$ cat src/rtl/instruction_fetch_unit.sv
// Fetch stage: owns fetch_pc, drives the imem req/ack port, buffers words in a prefetch queue.
// Define FETCH_STATS_EN to add the fetch_count / flush_count outputs.
module instruction_fetch_unit #(
   parameter int unsigned DEPTH    = 4,
   parameter logic [15:0] RESET_PC = 16'h0000
) (
   input  logic        clock,
   input  logic        reset,
   output logic        imem_req,
   output logic [15:0] imem_addr,
   input  logic        imem_ack,
   input  logic [15:0] imem_rdata,
   input  logic        redirect,
   input  logic [15:0] redirect_pc,
   output logic        instr_valid,
   input  logic        instr_ready,
   output logic [15:0] instr,
   output logic [15:0] instr_pc
`ifdef FETCH_STATS_EN
   ,
   output logic [15:0] fetch_count,
   output logic [7:0]  flush_count
`endif
);

   localparam int unsigned PW = $clog2(DEPTH);
   localparam int unsigned CW = PW + 1;
   localparam logic [CW-1:0] FULL   = CW'(DEPTH);
   localparam logic [CW-1:0] ALMOST = CW'(DEPTH - 1);

   typedef enum logic [1:0] {
      IDLE,
      REQ,
      DISCARD
   } state_t;

   state_t state, state_n;

   logic [15:0]   fetch_pc;
   logic [15:0]   disc_addr;
   logic [15:0]   q_instr [DEPTH];
   logic [15:0]   q_pc    [DEPTH];
   logic [PW-1:0] wr_ptr;
   logic [PW-1:0] rd_ptr;
   logic [CW-1:0] count;
   logic          push;
   logic          pop;
   logic          fill;

   assign instr_valid = (count != '0);
   assign pop         = instr_valid & instr_ready;
   assign push        = (state == REQ) & imem_ack & ~redirect;
   assign fill        = (count == FULL) | ((count == ALMOST) & push & ~pop);

   assign imem_req  = (state != IDLE);
   // a discarded request must keep its original address until acked
   assign imem_addr = (state == DISCARD) ? disc_addr : fetch_pc;
   assign instr     = instr_valid ? q_instr[rd_ptr] : 16'h0000;
   assign instr_pc  = instr_valid ? q_pc[rd_ptr] : 16'h0000;

   always_comb begin
      state_n = state;
      case (state)
         IDLE: begin
            if (redirect || count < FULL)
               state_n = REQ;
         end
         REQ: begin
            if (redirect)
               state_n = imem_ack ? REQ : DISCARD;
            else if (imem_ack && fill)
               state_n = IDLE;
         end
         DISCARD: begin
            if (imem_ack)
               state_n = redirect ? IDLE : REQ;
         end
         default: state_n = IDLE;
      endcase
   end

   always_ff @(posedge clock or posedge reset) begin
      if (reset) begin
         state     <= IDLE;
         fetch_pc  <= RESET_PC;
         disc_addr <= RESET_PC;
         wr_ptr    <= '0;
         rd_ptr    <= '0;
         count     <= '0;
      end else begin
         state <= state_n;
         if (redirect) begin
            fetch_pc <= redirect_pc & 16'hFFFE;
            wr_ptr   <= '0;
            rd_ptr   <= '0;
            count    <= '0;
            if (state == REQ && !imem_ack)
               disc_addr <= fetch_pc;
         end else begin
            if (push) begin
               fetch_pc <= fetch_pc + 16'd2;
               wr_ptr   <= wr_ptr + PW'(1);
            end
            if (pop)
               rd_ptr <= rd_ptr + PW'(1);
            if (push && !pop)
               count <= count + CW'(1);
            else if (pop && !push)
               count <= count - CW'(1);
         end
      end
   end

   always_ff @(posedge clock or posedge reset) begin
      if (reset) begin
         for (int i = 0; i < DEPTH; i++) begin
            q_instr[i] <= 16'h0000;
            q_pc[i]    <= 16'h0000;
         end
      end else if (push) begin
         q_instr[wr_ptr] <= imem_rdata;
         q_pc[wr_ptr]    <= fetch_pc;
      end
   end

`ifdef FETCH_STATS_EN
   logic lost;

   // words popped in the redirect cycle were accepted, so they do not count as lost
   assign lost = (count != CW'(pop)) | (state == REQ);

   always_ff @(posedge clock or posedge reset) begin
      if (reset) begin
         fetch_count <= 16'h0000;
         flush_count <= 8'h00;
      end else begin
         if (pop)
            fetch_count <= fetch_count + 16'd1;
         if (redirect && lost && flush_count != 8'hFF)
            flush_count <= flush_count + 8'd1;
      end
   end
`endif

endmodule

$ cat config.mk
export PLATFORM = sky130hd
export DESIGN_NAME = instruction_fetch_unit
export DESIGN_NICKNAME = d
export VERILOG_FILES = /design/src/rtl/instruction_fetch_unit.sv
export SDC_FILE = /design/constraint.sdc
export NUM_CORES = 1
export LEC_CHECK = 0
export ABC_AREA = 1
export CAP_MARGIN = 20
export CORE_MARGIN = 2
export CORE_UTILIZATION = 56
export DETAILED_ROUTE_END_ITERATION = 8
export GPL_TIMING_DRIVEN = 0
export PLACE_DENSITY = 0.76
export SYNTH_ARGS = -nofsm -noshare
export SYNTH_HDL_FRONTEND = slang
export SYNTH_SLANG_ARGS = --single-unit
$ cat constraint.sdc
create_clock -name clock -period 8.03 [get_ports clock]
set_clock_uncertainty 0.05 [all_clocks]
set_input_delay 1.606 -clock clock [delete_from_list [all_inputs] [get_ports clock]]
set_output_delay 1.606 -clock clock [all_outputs]
set_load 0.005 [all_outputs]
==> impl_metrics.py <==
metrics = {
    "run_status": {
        "outcome": "finished, final reports clean",
    },
    "finish": {
        "layout.nets": 1113,
        "fillers": 1116,
        "antennaDiodeCount": 0,
        "stdcell_count": 1256,
        "drive_gt1_share_pct": 6.57,
        "seq_area_sq_mm": 0.00408,
        "area_growth_pct": 21.2,
        "final_util_pct": 69.9,
        "multiInputGateArea_sq_mm": 0.00315,
    },
    "critical_path": {
        "cp_slowest_stage_delay_ns": 0.55,
        "crit_slowest_cell": "clkdlybuf4s50_1",
        "worstSetupPathType": "reg2out",
        "crit_chain": "buf_2, inv_1, clkbuf_1, o21ai_0, a21oi_1, clkdlybuf4s50_1",
        "start_kind": "register",
        "arrival_ns": 2.65,
        "cp_data_required_time_ns": 6.37,
        "cp_max_fo": 10,
        "ff2ff_path_depth": 8,
        "timing.rr.end": "count[1]",
        "reg2reg_slack_ns": 5.91,
        "cp-end-kind": "output port",
        "worst_r2r_startpoint": "state[1]",
    },
    "grt": {
        "grt.busiest_layer": "met2",
        "use_met2_pct": 50.4,
        "antenna_found_initial": 0,
        "grtUsageMet1_pct": 40.6,
        "use_met3_pct": 4.93,
        "grt.overflow.total": 0,
        "grt_first_pass_wirelength_mm": 34.4,
        "grt_max_degree": 113,
        "grt_usage_pct": 30.2,
        "grt_pass1_vias": 6825,
    },
    "hold_path": {
        "hp-class": "reg2reg",
        "hold_path_end": "q_instr[44]",
        "worstHoldPathCells": 2,
        "holdCritStartpoint": "q_instr[44]",
    },
    "logic_synthesis": {
        "synthCells": 966,
        "synth_edf_count": 0,
        "synth-seq-cells": 163,
        "yosysSeqAreaShare_pct": 53.0,
        "ys.flop_type": "dfrtp_1",
        "async_reset_ff_share_pct": 100,
        "avgSynthCellArea_sq_um": 7.96,
        "netlist_area_sq_mm": 0.00769,
        "yosys_warnings": 0,
        "synth.distinct_cells": 33,
    },
    "place": {
        "port_buffers": 83,
        "place_inst": 1227,
        "post-place-ws_ns": 4.12,
        "gp_congestion": 0.848,
        "hpwl_mm": 14.2,
    },
    "drt": {
        "vias": 7009,
        "drtIter0Drc": 713,
        "ant_nets": 0,
        "drt-total-wl_mm": 21.1,
        "viasPerCell": 5.58,
        "avgRoutedWirePerCell_microns": 16.8,
        "dr.pass1.iters": 6,
        "drc": 0,
    },
    "power_and_ir_drop": {
        "internal-power_mw": 2.10,
        "clock_power_share_pct": 23.6,
        "seq_power_share_pct": 39.6,
        "p_per_area_mw_per_mm2": 346,
        "swShare_pct": 35.1,
        "worst_ir_drop_vdd_mv": 0.180,
        "p_sw_mw": 1.13,
        "power.leakage_nw": 4.30,
        "comb_power_share_pct": 36.8,
    },
    "floorplan": {
        "core_sq_mm": 0.0133,
        "dieArea_sq_mm": 0.0147,
        "core.rowCount": 42,
        "die_h_microns": 121,
        "start_util_pct": 57.6,
        "die_x_microns": 121,
        "ios": 87,
    },
    "job": {
        "maxCapViolCount": 0,
    },
    "timing": {
        "slew_headroom_pct": 58.9,
        "period_needed_ns": 4.30,
        "fin_ws_ns": 3.73,
        "maxSlewViolCount": 0,
        "finalSetupViolCount": 0,
        "rsz0062_at_grt": "no",
        "tightest_slew_ns": 0.616,
        "fin_hold_ws_ns": 0.427,
        "period_share_pct": 53.6,
        "fmax_mhz": 232,
        "hold_viol": 0,
    },
    "clock_tree": {
        "cts_hold_buf": 0,
        "htreeDepth": 4,
        "clock-sinks": 163,
        "clock_latency_ns": 0.42,
        "cts_root_buf": "clkbuf_16",
        "post-cts-setup-buffers": 0,
        "cts_max_path_buffers": 2,
        "cts_tree": "yes",
        "cts.repair.resized": 0,
        "cts_buffers": 17,
        "clk_pin_slew_ns": 0.06,
    },
}
==> cells in the mapped netlist, types with 2 or more instances <==
master / count / area share, %
nand2_1: 215 / 10
a21oi_1: 49 / 3.2
xor2_1: 4 / 0.46
nor2_2: 2 / 0.16
nand2_2: 2 / 0.16
xnor2_1: 2 / 0.23
o21bai_1: 2 / 0.20
buf_4: 3 / 0.29
nand4_1: 6 / 0.49
nand3_1: 14 / 0.91
inv_1: 50 / 2.4
nand2_4: 2 / 0.29
nor3_1: 3 / 0.20
buf_1: 9 / 0.44
o21ai_0: 109 / 7.1
buf_2: 29 / 1.9
nor2_1: 157 / 7.7
ha_1: 5 / 0.81
o211ai_1: 5 / 0.49
dfrtp_1: 163 / 53
o21ai_1: 106 / 6.9
clkbuf_1: 18 / 0.88
==> flip-flops by register name (all words and copies together), names as in the netlist <==
register / flops
count: 3
rd_ptr: 2
q_instr: 64
disc_addr: 15
q_pc: 60
state: 2
wr_ptr: 2
fetch_pc: 15
==> metal layers <==
layer / part of all wire (%) / vias to the layer above
met5: 0 / -
met4: 1.9 / 0
met3: 6.3 / 36
met2: 49 / 286
met1: 43 / 3341
li1: - / 3346
==> how the worst max path moves through the flow <==
stage,start,to
final,rd_ptr[0],instr_pc[10]
after global routing,rd_ptr[0],instr_pc[10]
after floorplan,reset,count[0]
after CTS,rd_ptr[0],instr_pc[8]
after detailed placement,imem_ack,count[1]
after global placement,reset,disc_addr[2]
==> cells in the final DEF (no fill, tap or decap), types with 5 or more instances in the layout <==
master	synthesis	routed
dfrtp_1	163	163
o21ai_0	109	109
nand2_1	215	215
o21ai_1	106	106
o211ai_1	5	5
buf_2	29	29
clkbuf_1	18	21
clkbuf_16	0	17
a21oi_1	49	49
ha_1	5	5
nand4_1	6	6
inv_1	50	49
nor2_1	157	157
nand3_1	14	14
buf_1	9	9
clkdlybuf4s50_1	0	83
==> power by group through the flow <==
stage / Clock, mW / Combinational (mW) / Sequential, mW
CTS: 0.766 / 1.19 / 1.27
detailed placement: 0 / 1.18 / 1.28
floorplan: 0 / 0.700 / 1.24
global route: 0.798 / 1.34 / 1.31
global placement: 0 / 1.14 / 1.27
finish: 0.762 / 1.19 / 1.28
==> layout make-up <==
type | instances | share of cell area (%)
Clock inverter | 5 | 0.564
Timing Repair Buffer | 84 | 9.21
Sequential cell | 163 | 43.7
Inverter | 52 | 2.17
Tap cell | 176 | 2.36
Multi-Input combinational cell | 693 | 33.8
Buffer | 59 | 2.89
Clock buffer | 24 | 5.27
==> worst max-delay path, delay by kind of cell (launching register included) <==
family | cells | cell delay, ns
buffers and inverters | 4 | 1.40
DFF | 1 | 0.35
AOI/OAI and AO/OA | 2 | 0.48
==> kinds of logic (layout without fill, tap and decap cells) <==
| group | Yosys count | count (layout) | synth area share [%] |
|---|---|---|---|
| other | 1 | 2 | 0.0488 |
| flip-flops | 163 | 163 | 53.0 |
| AND/OR/NAND/NOR | 405 | 405 | 21.0 |
| buffers and inverters | 111 | 224 | 6.04 |
| adder cells (fa/ha/maj) | 6 | 6 | 1.07 |
| AO/OA/AOI/OAI | 274 | 274 | 18.1 |
| XOR/XNOR | 6 | 6 | 0.683 |
==> per-stage QoR <==
step	setup TNS, ns	total power [mW]	instance area (sq um)
6_report	0	3.23	9320
5_1_grt	0	3.45	9320
4_1_cts	0	3.23	9320
3_5_place_dp	0	2.46	8780
3_3_place_gp	-48.45	2.42	8740
2_1_floorplan	0	1.94	7690
Note: power is estimated with default switching activity, not from simulation.
